**config.mk**
```make
export PLATFORM = sky130hd
export DESIGN_NAME = div_sequencer_flat
export DESIGN_NICKNAME = d
export VERILOG_FILES = /design/src/rtl/div_sequencer_if.sv /design/src/rtl/div_sequencer.sv /design/src/flat_wrapper.sv
export SDC_FILE = /design/constraint.sdc
export NUM_CORES = 1
export LEC_CHECK = 0
export BUFFER_PORTS_ARGS = -buffer_cell sky130_fd_sc_hd__buf_4
export CAP_MARGIN = 0
export CORE_UTILIZATION = 55
export CTS_CLUSTER_DIAMETER = 50
export CTS_CLUSTER_SIZE = 40
export DETAILED_ROUTE_END_ITERATION = 16
export PLACE_DENSITY = 0.81
export SYNTH_ARGS = -nofsm -noshare
export SYNTH_HDL_FRONTEND = slang
export SYNTH_SLANG_ARGS = --single-unit
```
**constraint.sdc**
```tcl
create_clock -name clk -period 4.7 [get_ports clk]
set_clock_uncertainty 0.15 [all_clocks]
set_input_delay 0 -clock clk [delete_from_list [all_inputs] [get_ports clk]]
set_output_delay 0 -clock clk [all_outputs]
set_load 0.02 [all_outputs]
```
**src/rtl/div_sequencer_if.sv**
```systemverilog
// Handshake and result bundle between the E-stage datapath and the iterative divider.
// The pipeline side uses the master modport and the divider uses the slave modport.
interface div_sequencer_if #(
  parameter int WIDTH = 32
);
  logic             div_startE;
  logic             div_signedE;
  logic [WIDTH-1:0] srcaE;
  logic [WIDTH-1:0] srcbE;
  logic             flush;
  logic             div_stallE;
  logic             div_validE;
  logic [WIDTH-1:0] div_hiE;
  logic [WIDTH-1:0] div_loE;

  modport master (
    output div_startE, div_signedE, srcaE, srcbE, flush,
    input  div_stallE, div_validE, div_hiE, div_loE
  );

  modport slave (
    input  div_startE, div_signedE, srcaE, srcbE, flush,
    output div_stallE, div_validE, div_hiE, div_loE
  );
endinterface

```
**src/rtl/div_sequencer.sv**
```systemverilog
// Radix-2 restoring divider for MIPS DIV/DIVU in the E stage.
// It produces one quotient bit per cycle, stalls the pipe while it works, and pulses valid with HI/LO.
module div_sequencer #(
  parameter int WIDTH = 32
) (
  input  logic            clk,
  input  logic            resetn,
  div_sequencer_if.slave  bus
);
  localparam int CW = (WIDTH > 2) ? $clog2(WIDTH) : 1;

  typedef enum logic [1:0] {IDLE, BUSY, ZERO, DONE} state_e;

  state_e           state_q, state_d;
  logic [CW-1:0]    count_q, count_d;
  logic [WIDTH-1:0] rem_q, rem_d;
  logic [WIDTH-1:0] quo_q, quo_d;
  logic [WIDTH-1:0] div_q, div_d;
  logic             negQuo_q, negQuo_d;
  logic             negRem_q, negRem_d;
  logic             valid_q, valid_d;
  logic [WIDTH-1:0] hi_q, hi_d;
  logic [WIDTH-1:0] lo_q, lo_d;

  logic [WIDTH-1:0] absA, absB;
  logic [WIDTH:0]   shifted, diff;
  logic [WIDTH-1:0] stepRem, stepQuo;

  always_ff @(posedge clk or negedge resetn) begin
    if (!resetn) begin
      state_q  <= IDLE;
      count_q  <= '0;
      rem_q    <= '0;
      quo_q    <= '0;
      div_q    <= '0;
      negQuo_q <= 1'b0;
      negRem_q <= 1'b0;
      valid_q  <= 1'b0;
      hi_q     <= '0;
      lo_q     <= '0;
    end else begin
      state_q  <= state_d;
      count_q  <= count_d;
      rem_q    <= rem_d;
      quo_q    <= quo_d;
      div_q    <= div_d;
      negQuo_q <= negQuo_d;
      negRem_q <= negRem_d;
      valid_q  <= valid_d;
      hi_q     <= hi_d;
      lo_q     <= lo_d;
    end
  end

  // The dividend shifts through quo_q while the partial remainder grows in rem_q.
  always_comb begin
    absA = (bus.div_signedE && bus.srcaE[WIDTH-1]) ? -bus.srcaE : bus.srcaE;
    absB = (bus.div_signedE && bus.srcbE[WIDTH-1]) ? -bus.srcbE : bus.srcbE;

    shifted = {rem_q, quo_q[WIDTH-1]};
    diff    = shifted - {1'b0, div_q};
    if (!diff[WIDTH]) begin
      stepRem = diff[WIDTH-1:0];
      stepQuo = {quo_q[WIDTH-2:0], 1'b1};
    end else begin
      stepRem = shifted[WIDTH-1:0];
      stepQuo = {quo_q[WIDTH-2:0], 1'b0};
    end
  end

  always_comb begin
    state_d  = state_q;
    count_d  = count_q;
    rem_d    = rem_q;
    quo_d    = quo_q;
    div_d    = div_q;
    negQuo_d = negQuo_q;
    negRem_d = negRem_q;
    valid_d  = 1'b0;
    hi_d     = hi_q;
    lo_d     = lo_q;

    if (bus.flush) begin
      state_d = IDLE;
      count_d = '0;
    end else begin
      unique case (state_q)
        IDLE: begin
          if (bus.div_startE) begin
            rem_d    = '0;
            quo_d    = absA;
            div_d    = absB;
            negQuo_d = bus.div_signedE & (bus.srcaE[WIDTH-1] ^ bus.srcbE[WIDTH-1]);
            negRem_d = bus.div_signedE & bus.srcaE[WIDTH-1];
            count_d  = '0;
            state_d  = (bus.srcbE == '0) ? ZERO : BUSY;
          end
        end
        BUSY: begin
          rem_d   = stepRem;
          quo_d   = stepQuo;
          count_d = count_q + 1'b1;
          if (count_q == CW'(WIDTH - 1)) begin
            state_d = DONE;
            count_d = '0;
            valid_d = 1'b1;
            lo_d    = negQuo_q ? -stepQuo : stepQuo;
            hi_d    = negRem_q ? -stepRem : stepRem;
          end
        end
        ZERO: begin
          // Divide by zero returns the unsigned magnitudes with no sign correction.
          rem_d   = quo_q;
          quo_d   = '1;
          state_d = DONE;
          valid_d = 1'b1;
          lo_d    = '1;
          hi_d    = quo_q;
        end
        DONE: begin
          state_d = IDLE;
        end
        default: begin
          state_d = IDLE;
        end
      endcase
    end
  end

  assign bus.div_stallE = ~bus.flush &
                          (((state_q == IDLE) & bus.div_startE) |
                           (state_q == BUSY) | (state_q == ZERO));
  assign bus.div_validE = valid_q;
  assign bus.div_hiE    = hi_q;
  assign bus.div_loE    = lo_q;
endmodule

```
**src/flat_wrapper.sv**
```systemverilog
// flat-port wrapper written by rule: the top's interface ports become plain ports
module div_sequencer_flat 
#(
  parameter int WIDTH = 32
)
  (clk, resetn, bus_div_startE, bus_div_signedE, bus_srcaE, bus_srcbE, bus_flush, bus_div_stallE, bus_div_validE, bus_div_hiE, bus_div_loE);
  div_sequencer_if #(.WIDTH(WIDTH)) bus_i ();
  input  logic clk;
  input  logic resetn;
  input wire logic [$bits(bus_i.div_startE)-1:0] bus_div_startE;
  input wire logic [$bits(bus_i.div_signedE)-1:0] bus_div_signedE;
  input wire logic [$bits(bus_i.srcaE)-1:0] bus_srcaE;
  input wire logic [$bits(bus_i.srcbE)-1:0] bus_srcbE;
  input wire logic [$bits(bus_i.flush)-1:0] bus_flush;
  output wire logic [$bits(bus_i.div_stallE)-1:0] bus_div_stallE;
  output wire logic [$bits(bus_i.div_validE)-1:0] bus_div_validE;
  output wire logic [$bits(bus_i.div_hiE)-1:0] bus_div_hiE;
  output wire logic [$bits(bus_i.div_loE)-1:0] bus_div_loE;
  assign bus_i.div_startE = bus_div_startE;
  assign bus_i.div_signedE = bus_div_signedE;
  assign bus_i.srcaE = bus_srcaE;
  assign bus_i.srcbE = bus_srcbE;
  assign bus_i.flush = bus_flush;
  assign bus_div_stallE = bus_i.div_stallE;
  assign bus_div_validE = bus_i.div_validE;
  assign bus_div_hiE = bus_i.div_hiE;
  assign bus_div_loE = bus_i.div_loE;
  div_sequencer #(.WIDTH(WIDTH)) u_core (.clk(clk), .resetn(resetn), .bus(bus_i));
endmodule
```
# Word level (Yosys, flattened, before mapping)
# Cells that the tools add are included.
[word_totals] out_inout_bits=66 elab_cells=70 register_bits=170 inputBits=69
[classes] bitwise=8 reduce_logical=12 addsub=6 n_mux=26 n_eq_ne=8
[op_table] operator="$mux W32" count=9
[op_table] operator="$pmux W32 S3" count=2
[op_table] operator="$neg A32 Y32" count=4
[op_table] operator="$pmux W32 S2" count=2
[op_table] operator="$sub A33 B32 Y33" count=1
[op_table] operator="$logic_not A32 Y1" count=1
[op_table] operator="$mux W5" count=3
[op_table] operator="$pmux W5 S2" count=1
[op_table] operator="$reduce_and A3 Y1" count=3
[op_table] operator="$mux W2" count=4
[op_table] operator="$pmux W2 S4" count=1
[op_table] operator="$reduce_bool A3 Y1" count=2
[op_table] operator="$add A5 B1 Y5 const B" count=1
[op_table] operator="$eq A5 B5 Y1 const B" count=1
[op_table] operator="$and A1 B1 Y1" count=4
[op_table] operator="$eq A2 B2 Y1 const B" count=2
[op_table] operator="$reduce_and A2 Y1" count=2
[op_table] operator="$mux W1" count=3
[op_table] operator="$ne A3 B2 Y1 const B" count=1
[op_table] operator="$ne A3 B3 Y1 const B" count=1
[op_table] operator="$eq A2 B1 Y1 const B" count=1
[op_table] operator="$logic_and A1 B1 Y1" count=2
[op_table] operator="$logic_not A2 Y1" count=1
[op_table] operator="$ne A2 B1 Y1 const B" count=1
[op_table] operator="other kinds (6)" count=7

# Depth between registers and ports, before layout
# Gate-level depths: netlist of run 1.
[logic_depth] ltp_word=6 ltp_mapped=25 mapped_depth_nobuf=21

# Worst setup path before layout of run 1
# No wires, ideal clock.
[synth_path] path_type="register to register" startpoint="register u_core.quo_q[31]" endpoint="register u_core.hi_q[28], in the netlist u_core.bus.div_hiE[28]" t_required_ns=4.409 setup_time_ns=0.141 setup_slack_ns=-0.434 t_arrival_ns=4.843 stages_incl_launch_ff=25 path_cell_list="dfrtp_1 inv_1 ha_1 inv_1 fa_1 a211o_1 a211o_1 a22oi_4 a211oi_4 nor3_4 nor2_8 inv_4 buf_6 buf_2 buf_2 nor2_1 a21oi_1 ha_1 and4b_1 nand4_1 o32ai_1 nand4_1 o41ai_2 xnor2_1 o221ai_1"
[synth_between] elab_chain_cells=6
[synth_lines] element="from (decl)" line_no="div_sequencer.sv:17" rtl="logic [WIDTH-1:0] quo_q, quo_d;"
[synth_lines] element="from (signal assigned)" line_no="div_sequencer.sv:45" rtl="quo_q <= quo_d;"
[synth_lines] element="$sub A33 B32 Y33" line_no="div_sequencer.sv:61" rtl="diff = shifted - {1'b0, div_q};"
[synth_lines] element="$mux W32 *" line_no="div_sequencer.sv:62" rtl="if (!diff[WIDTH]) begin"
[synth_lines] element="$neg A32 Y32" line_no="div_sequencer.sv:108" rtl="hi_d = negRem_q ? -stepRem : stepRem;"
[synth_lines] element="$mux W32 *" line_no="div_sequencer.sv:108"
[synth_lines] element="$mux W32 *" line_no="div_sequencer.sv:103" rtl="if (count_q == CW'(WIDTH - 1)) begin"
[synth_lines] element="$pmux W32 S2 *" line_no="div_sequencer.sv:87" rtl="unique case (state_q)"
[synth_lines] element="to (signal assigned)" line_no="div_sequencer.sv:50" rtl="hi_q <= hi_d;"
[synth_lines] element="to (decl)" line_no="div_sequencer.sv:22" rtl="logic [WIDTH-1:0] hi_q, hi_d;"
# Every way passes the cells marked *; elsewhere a longest branch is shown, timed or not. The select of a mux whose other input is x is not followed.
# A chain may end at the register's enable or synchronous reset.

# Final worst setup path of run 1
# Same ends and word-level chain as after synthesis.

==> run_results.csv, run 1 <==
group,metric,value,unit
logic_synthesis,synth-edff-count,0,
worst_setup_path,slowest_stage,"dfrtp_1",
worst_setup_path,start_kind,"register",
logic_synthesis,ys_seq_elements,170,
routing,drt-total-wl,42900,microns
place,place_congestion,0.979,
worst_setup_path,path_class,"reg -> reg",
logic_synthesis,synth_async_sr_flop_share,100,%
sta,min_period_over_period,99.7,%
pwr,power_density,801,mW/mm^2
place,dp_cells,1924,
layout,nets,1864,
layout,fin_cells,2050,
floorplanning,ioPinCount,135,
run,maxCapViolCount,0,
logic_synthesis,ys.flop_type,"dfrtp_1",
global_route,first_global_vias,13000,
worst_setup_path,r2r_setup_slack,0.01,ns
sta,timing.final.ws_setup,0.0145,ns
floorplanning,die_x,155,microns
clocking,cts_tree,"done",
place,io_buffers,134,
routing,vias_per_cell,6.50,
clocking,cts_sinks,170,
global_route,grt.total_usage,36.9,%
layout,final_cell_mix,"nand2_1 (186), buf_4 (185), dfrtp_1 (170)",
clocking,cts_buffers,17,
worst_setup_path,cp_top_family,"compound AO/OA/AOI/OAI gates",
outcome,status,"finished clean",
place,placedInstanceArea,0.0142,sq mm
floorplanning,die-area,0.0239,sq mm
logic_synthesis,syn_nets,1669,
sta,maxSlewHeadroom,14.0,%
worst_setup_path,arrival,4.83,ns
clocking,path_clk_slew,0.08,ns
clocking,clock_path_buffers,2,
layout,syn_to_final_growth,23.6,%
sta,max_freq,0.213,GHz
place,dp_hpwl,29800,microns
logic_synthesis,ys_types,87,
layout,seqCellArea,0.00425,sq mm
layout,antennaDiodeCount,0,
layout,utilization,69.7,%
global_route,antenna_found_initial,0,
floorplanning,rows,55,
routing,dr.pass1.iters,7,
layout,layout-drive-gt1-share,16.2,%
worst_setup_path,crit_required,4.85,ns
hold_path,hold_class,"in -> reg",
clocking,cts-root-buf,"clkbuf_16",
sta,worst_slew_pin_slew,1.29,ns
logic_synthesis,yosysWarnings,0,
pwr,p_leak,6.74,nW
layout,mostFrequentLayoutCell,"nand2_1",
global_route,grt_pass1_wl,68800,microns
place,dp_slack,0.107,ns
sta,slew_violations,0,
global_route,grt_max_degree,103,
sta,setup_viol,0,
routing,drt_iter0_drc,1373,
floorplanning,die_h,155,microns
routing,vias,13300,
clocking,cts_max_level,4,
worst_setup_path,crit_path_max_incr_delay,0.40,ns
routing,wl_per_cell,20.9,microns
logic_synthesis,synth_seq_area_share,33.2,%
logic_synthesis,netlist_area,0.0128,sq mm
sta,hold_viol,0,
clocking,clock_latency,0.45,ns
logic_synthesis,synth_area_per_cell,8.23,sq um
worst_setup_path,cp.buffers_inverters,5,
layout,fin_area,0.0158,sq mm
global_route,overflow,0,
layout,multi_input_area,0.00801,sq mm
routing,postRouteAntennaNets,0,
worst_setup_path,crit_chain,"inv_2, ha_4, inv_2, fa_2, a211o_1, a211o_1, a22oi_4, a211oi_4, o21a_2, nor2_8, clkinv_4, buf_8, a21oi_4, ha_4, and4b_1, nand4_1, buf_4, o32ai_4, nand4_1, o41ai_2, xnor2_1, o221ai_1",
pwr,total_power,12.7,mW
layout,num-fill-cells,1795,
floorplanning,start_util,56.4,%
sta,min_period,4.69,ns
pwr,ir_drop,0.638,mV
sta,rsz0062_at_grt,"yes",
routing,drc,0,
floorplanning,coreArea,0.0227,sq mm
worst_setup_path,worstPathMaxFanout,4,
logic_synthesis,syn-instance-count,1557,
worst_setup_path,cp-end-kind,"register",
==> area by class of cell <==
type                    instances  share of cell area (%)
clock buffers                  17                    2.69
clock inverters                15                    1.41
inverters                      56                    1.36
multi-input cells            1229                    50.6
flip-flops and latches        170                    26.9
well taps                     285                    2.25
repair buffers                278                    14.8
==> registers in the layout, summed over array words and instances, names as in the netlist <==
register	count
u_core.count_q	5
u_core.bus.div_validE	1
u_core.div_q	32
u_core.bus.div_hiE	32
u_core.state_q	2
u_core.rem_q	32
u_core.negQuo_q	1
u_core.quo_q	32
u_core.negRem_q	1
u_core.bus.div_loE	32
==> Yosys cell counts (5+ instances only) <==
library cell | number | area (sq um)
a211oi_1 | 6 | 45.0
a21boi_0 | 6 | 45.0
a21o_1 | 10 | 75.1
a21oi_1 | 105 | 526
a22o_1 | 14 | 123
a22oi_1 | 5 | 37.5
a31oi_1 | 23 | 144
a41oi_1 | 5 | 43.8
and2_1 | 11 | 68.8
and3_1 | 6 | 37.5
buf_2 | 12 | 60.1
clkbuf_1 | 75 | 282
dfrtp_1 | 170 | 4250
ha_1 | 42 | 526
inv_1 | 54 | 203
mux2_2 | 7 | 78.8
mux2i_1 | 22 | 220
nand2_1 | 186 | 698
nand2b_1 | 6 | 37.5
nand3_1 | 24 | 120
nand4_1 | 9 | 56.3
nor2_1 | 139 | 522
nor2b_1 | 6 | 37.5
nor3_1 | 29 | 145
nor4_1 | 17 | 106
o211a_1 | 5 | 50.1
o211ai_1 | 12 | 90.1
o21a_1 | 47 | 353
o21ai_0 | 148 | 741
o21ai_1 | 10 | 50.1
o221ai_1 | 38 | 333
o31ai_1 | 33 | 248
o41ai_1 | 14 | 123
or2_2 | 8 | 50.1
or3_1 | 18 | 113
or4_1 | 8 | 60.1
xnor2_1 | 62 | 543
xor2_1 | 77 | 674
==> stage by stage <==
| stage | setup TNS, ns | hold WS, ns |
|---|---|---|
| after floorplan | -0.0485 | -0.446 |
| after global placement | 0 | 0.0344 |
| after detailed placement | 0 | 0.0464 |
| after CTS | 0 | 0.00335 |
| after global routing | -0.423 | 0.0208 |
| final | 0 | 0.0242 |
==> tightest hold or removal path, delay by kind of cell <==
family | cells | cell delay, ns
xor+xnor | 1 | 0.13
compound gates | 2 | 0.36
buf+inv | 1 | 0.10
==> timing repair <==
item                       4_1_cts  5_1_grt
resized for setup                0       12
hold endpoints to repair       187        0
setup endpoints to repair        0       15
buffers inserted                 0        5
hold buffers                    89        0
==> power by group <==
part / switching [mW] / internal [mW]
Sequential: 0.778 / 2.09
Combinational: 4.94 / 3.30
Clock: 0.735 / 0.827
==> final timing paths <==
kind,startpoint,to,cells after the start
min reg2reg,u_core.div_q[20]$_DFFE_PN0P_,u_core.div_q[20]$_DFFE_PN0P_,2
min in group asynchronous,resetn,u_core.div_q[3]$_DFFE_PN0P_,2
max,u_core.quo_q[31]$_DFFE_PN0P_,u_core.bus.div_hiE[28]$_DFFE_PN0P_,22
max in group asynchronous,resetn,u_core.bus.div_hiE[29]$_DFFE_PN0P_,3
min,bus_srcaE[24],u_core.quo_q[24]$_DFFE_PN0P_,4
max reg2reg,u_core.quo_q[31]$_DFFE_PN0P_,u_core.bus.div_hiE[28]$_DFFE_PN0P_,22
==> cells by family (layout without fill, tap and decap cells) <==
logic type                 Yosys count  in the layout  share of synthesized area [%]
AOI/OAI and AO/OA                  523            523                           27.3
DFF                                170            170                           33.2
and+or+nand+nor                    495            495                           18.1
xor gates and xnor gates           139            139                           9.50
buffers and inverters              158            366                           5.26
muxes                               29             29                           2.33
adders and majority gates           43             43                           4.26
==> layer usage <==
| layer | routed length, microns | GRT usage (%) | up-vias |
|---|---|---|---|
| li1 | - | - | 6039 |
| met5 | 0 | 0 | - |
| met1 | 16800 | 46.8 | 6423 |
| met4 | 2030 | 17.2 | 0 |
| met2 | 20500 | 60.2 | 688 |
| met3 | 3660 | 7.79 | 183 |
Note: power is estimated with default switching activity, not from simulation.
==> inputs of run 2 (changes only) <==
CORE_UTILIZATION = 32   (was 55)
PLACE_DENSITY = 0.53   (was 0.81)
==> run 2 against run 1 <==
Net effect:
- sequential power is essentially flat
- highest routed layer unchanged
- largest cell class unchanged
- critical path type unchanged
- critical path depth is 1 lower
- register-to-register slack better by 0.17 ns
- global-route usage decreased by 15 points
- sequential share of layout area decreased by 0.29 points
- total power fell by 1.6%
==> run_results.csv, run 2 (same netlist as run 1, synthesis figures left out) <==
group,metric,value,unit
outcome,status,"finished clean",
worst_setup_path,slowest_stage,"dfrtp_1",
clocking,cts_buffers,17,
global_route,overflow,0,
layout,utilization,40.9,%
sta,slew_violations,0,
layout,syn_to_final_growth,24.9,%
routing,drt-total-wl,45000,microns
floorplanning,rows,72,
floorplanning,coreArea,0.0391,sq mm
sta,timing.setup.tns,0,ns
worst_setup_path,worstSetupStartpoint,"u_core.quo_q[31]$_DFFE_PN0P_",
layout,fin_cells,2280,
layout,antennaDiodeCount,0,
worst_setup_path,reg2reg_from,"u_core.quo_q[31]$_DFFE_PN0P_",
clocking,cts_tree,"done",
sta,min_period,4.52,ns
global_route,grt_pass1_wl,70000,microns
worst_setup_path,crit_path_max_incr_delay,0.39,ns
worst_setup_path,arrival,4.67,ns
layout,mostFrequentLayoutCell,"nand2_1",
worst_setup_path,crit_chain,"inv_2, ha_4, inv_2, fa_2, a211o_1, a211o_1, a22oi_4, a211oi_4, nor3_4, nor2_8, inv_6, mux2i_4, ha_2, and4b_1, nand4_1, buf_4, o32ai_4, nand4_1, o41ai_2, xnor2_1, o221ai_1",
sta,rsz0062_at_grt,"yes",
global_route,grt.total_usage,22.1,%
sta,setup_viol,0,
place,dp_hpwl,33900,microns
worst_setup_path,crit_required,4.86,ns
clocking,cts-root-buf,"clkbuf_16",
sta,worst_slew_pin_slew,1.07,ns
worst_setup_path,r2r_setup_slack,0.18,ns
clocking,cts_max_level,4,
clocking,cts_sinks,170,
routing,dr.pass1.iters,5,
worst_setup_path,cp.buffers_inverters,4,
global_route,first_global_vias,12200,
routing,wl_per_cell,19.7,microns
clocking,clock_path_buffers,2,
clocking,clock_latency,0.45,ns
place,place_congestion,0.886,
sta,hold_viol,0,
routing,vias_per_cell,5.50,
layout,nets,1861,
sta,min_period_over_period,96.1,%
global_route,grt_max_degree,96,
floorplanning,start_util,32.8,%
routing,drt_iter0_drc,1022,
floorplanning,ioPinCount,135,
floorplanning,die_h,202,microns
worst_setup_path,worstPathMaxFanout,7,
sta,maxSlewHeadroom,29.0,%
layout,final_cell_mix,"nand2_1 (186), buf_4 (183), dfrtp_1 (170)",
worst_setup_path,path_class,"reg -> reg",
worst_setup_path,cp_top_family,"compound AO/OA/AOI/OAI gates",
clocking,path_clk_slew,0.08,ns
floorplanning,die_x,202,microns
pwr,ir_drop,0.364,mV
place,io_buffers,134,
worst_setup_path,start_kind,"register",
place,dp_cells,2160,
pwr,total_power,12.5,mW
worst_setup_path,worst-r2r-cell-count,21,
worst_setup_path,r2r-end,"u_core.bus.div_hiE[28]$_DFFE_PN0P_",
sta,max_freq,0.221,GHz
floorplanning,die-area,0.0408,sq mm
routing,postRouteAntennaNets,0,
layout,layout-drive-gt1-share,15.9,%
pwr,power_density,780,mW/mm^2
hold_path,hold_class,"in -> async",
run,maxCapViolCount,0,
sta,hold_slack,0.0142,ns
routing,vias,12500,
global_route,antenna_found_initial,0,
routing,drc,0,
pwr,p_leak,6.67,nW
worst_setup_path,cp-end-kind,"register",
## run 2: cell types whose count changed in the layout (fill, tap and decap cells not counted), sizes merged
cell / previous run / this run
clkinv: 8 / 3
inv: 60 / 62
dlygate4sd3: 89 / 88
buf: 189 / 187
bufinv: 2 / 0
clkinvlp: 1 / 3
clkbuf: 17 / 20
## run 2: timing repair
action / in CTS / in global routing
gates resized for setup: 0 / 5
hold buffers: 88 / 0
endpoints found under the setup margin: 0 / 5
setup buffers: 0 / 0
endpoints found under the hold margin: 154 / 0
## run 2: worst register-to-register path, delay by kind of cell, from the launching register on
family	cells	cell delay, ns
xor+xnor	1	0.15
simple gates	5	0.88
buf+inv	4	0.42
compound gates	7	1.46
fa+ha+maj	3	0.67
flops	1	0.39
mux	1	0.25
## run 2: cell type report
class	count	area, sq um
timing repair buffer	275	2330
sequential	170	4250
inverter	56	215
clock inverter	12	124
multi-input combinational	1229	7990
clock buffer	20	447
tap	518	648
fill	3997	23100
## run 2: per-stage QoR
stage | cell area (sq um) | worst slack (ns)
after floorplan | 12900 | -0.0454
after global placement | 14500 | 0.244
after detailed placement | 14500 | 0.134
after CTS | 16000 | 0.104
after global routing | 16000 | -0.104
final | 16000 | 0.182
## run 2: power by group
part           leakage (nW)  switching, mW  internal, mW  total (mW)
Sequential             2.10          0.804          2.09        2.90
Combinational          4.30           4.93          3.23        8.16
Clock                 0.270          0.706         0.718        1.42
## run 2: how the worst max path moves through the flow
stage,slack (ns),cells after the start,to
detailed placement,0.13,20,u_core.bus.div_hiE[30]$_DFFE_PN0P_
floorplan,-0.05,24,u_core.bus.div_hiE[30]$_DFFE_PN0P_
finish,0.18,21,u_core.bus.div_hiE[28]$_DFFE_PN0P_
global placement,0.24,20,u_core.bus.div_hiE[30]$_DFFE_PN0P_
CTS,0.10,20,u_core.bus.div_hiE[30]$_DFFE_PN0P_
global route,-0.10,21,u_core.bus.div_hiE[28]$_DFFE_PN0P_
## run 2: routing by layer
| layer | vias to the layer above | routed length [microns] | global-route usage, % |
|---|---|---|---|
| li1 | 6045 | - | - |
| met2 | 309 | 21500 | 36.4 |
| met5 | - | 0 | 0 |
| met3 | 47 | 1790 | 2.48 |
| met1 | 6142 | 20800 | 30.3 |
| met4 | 0 | 873 | 6.22 |
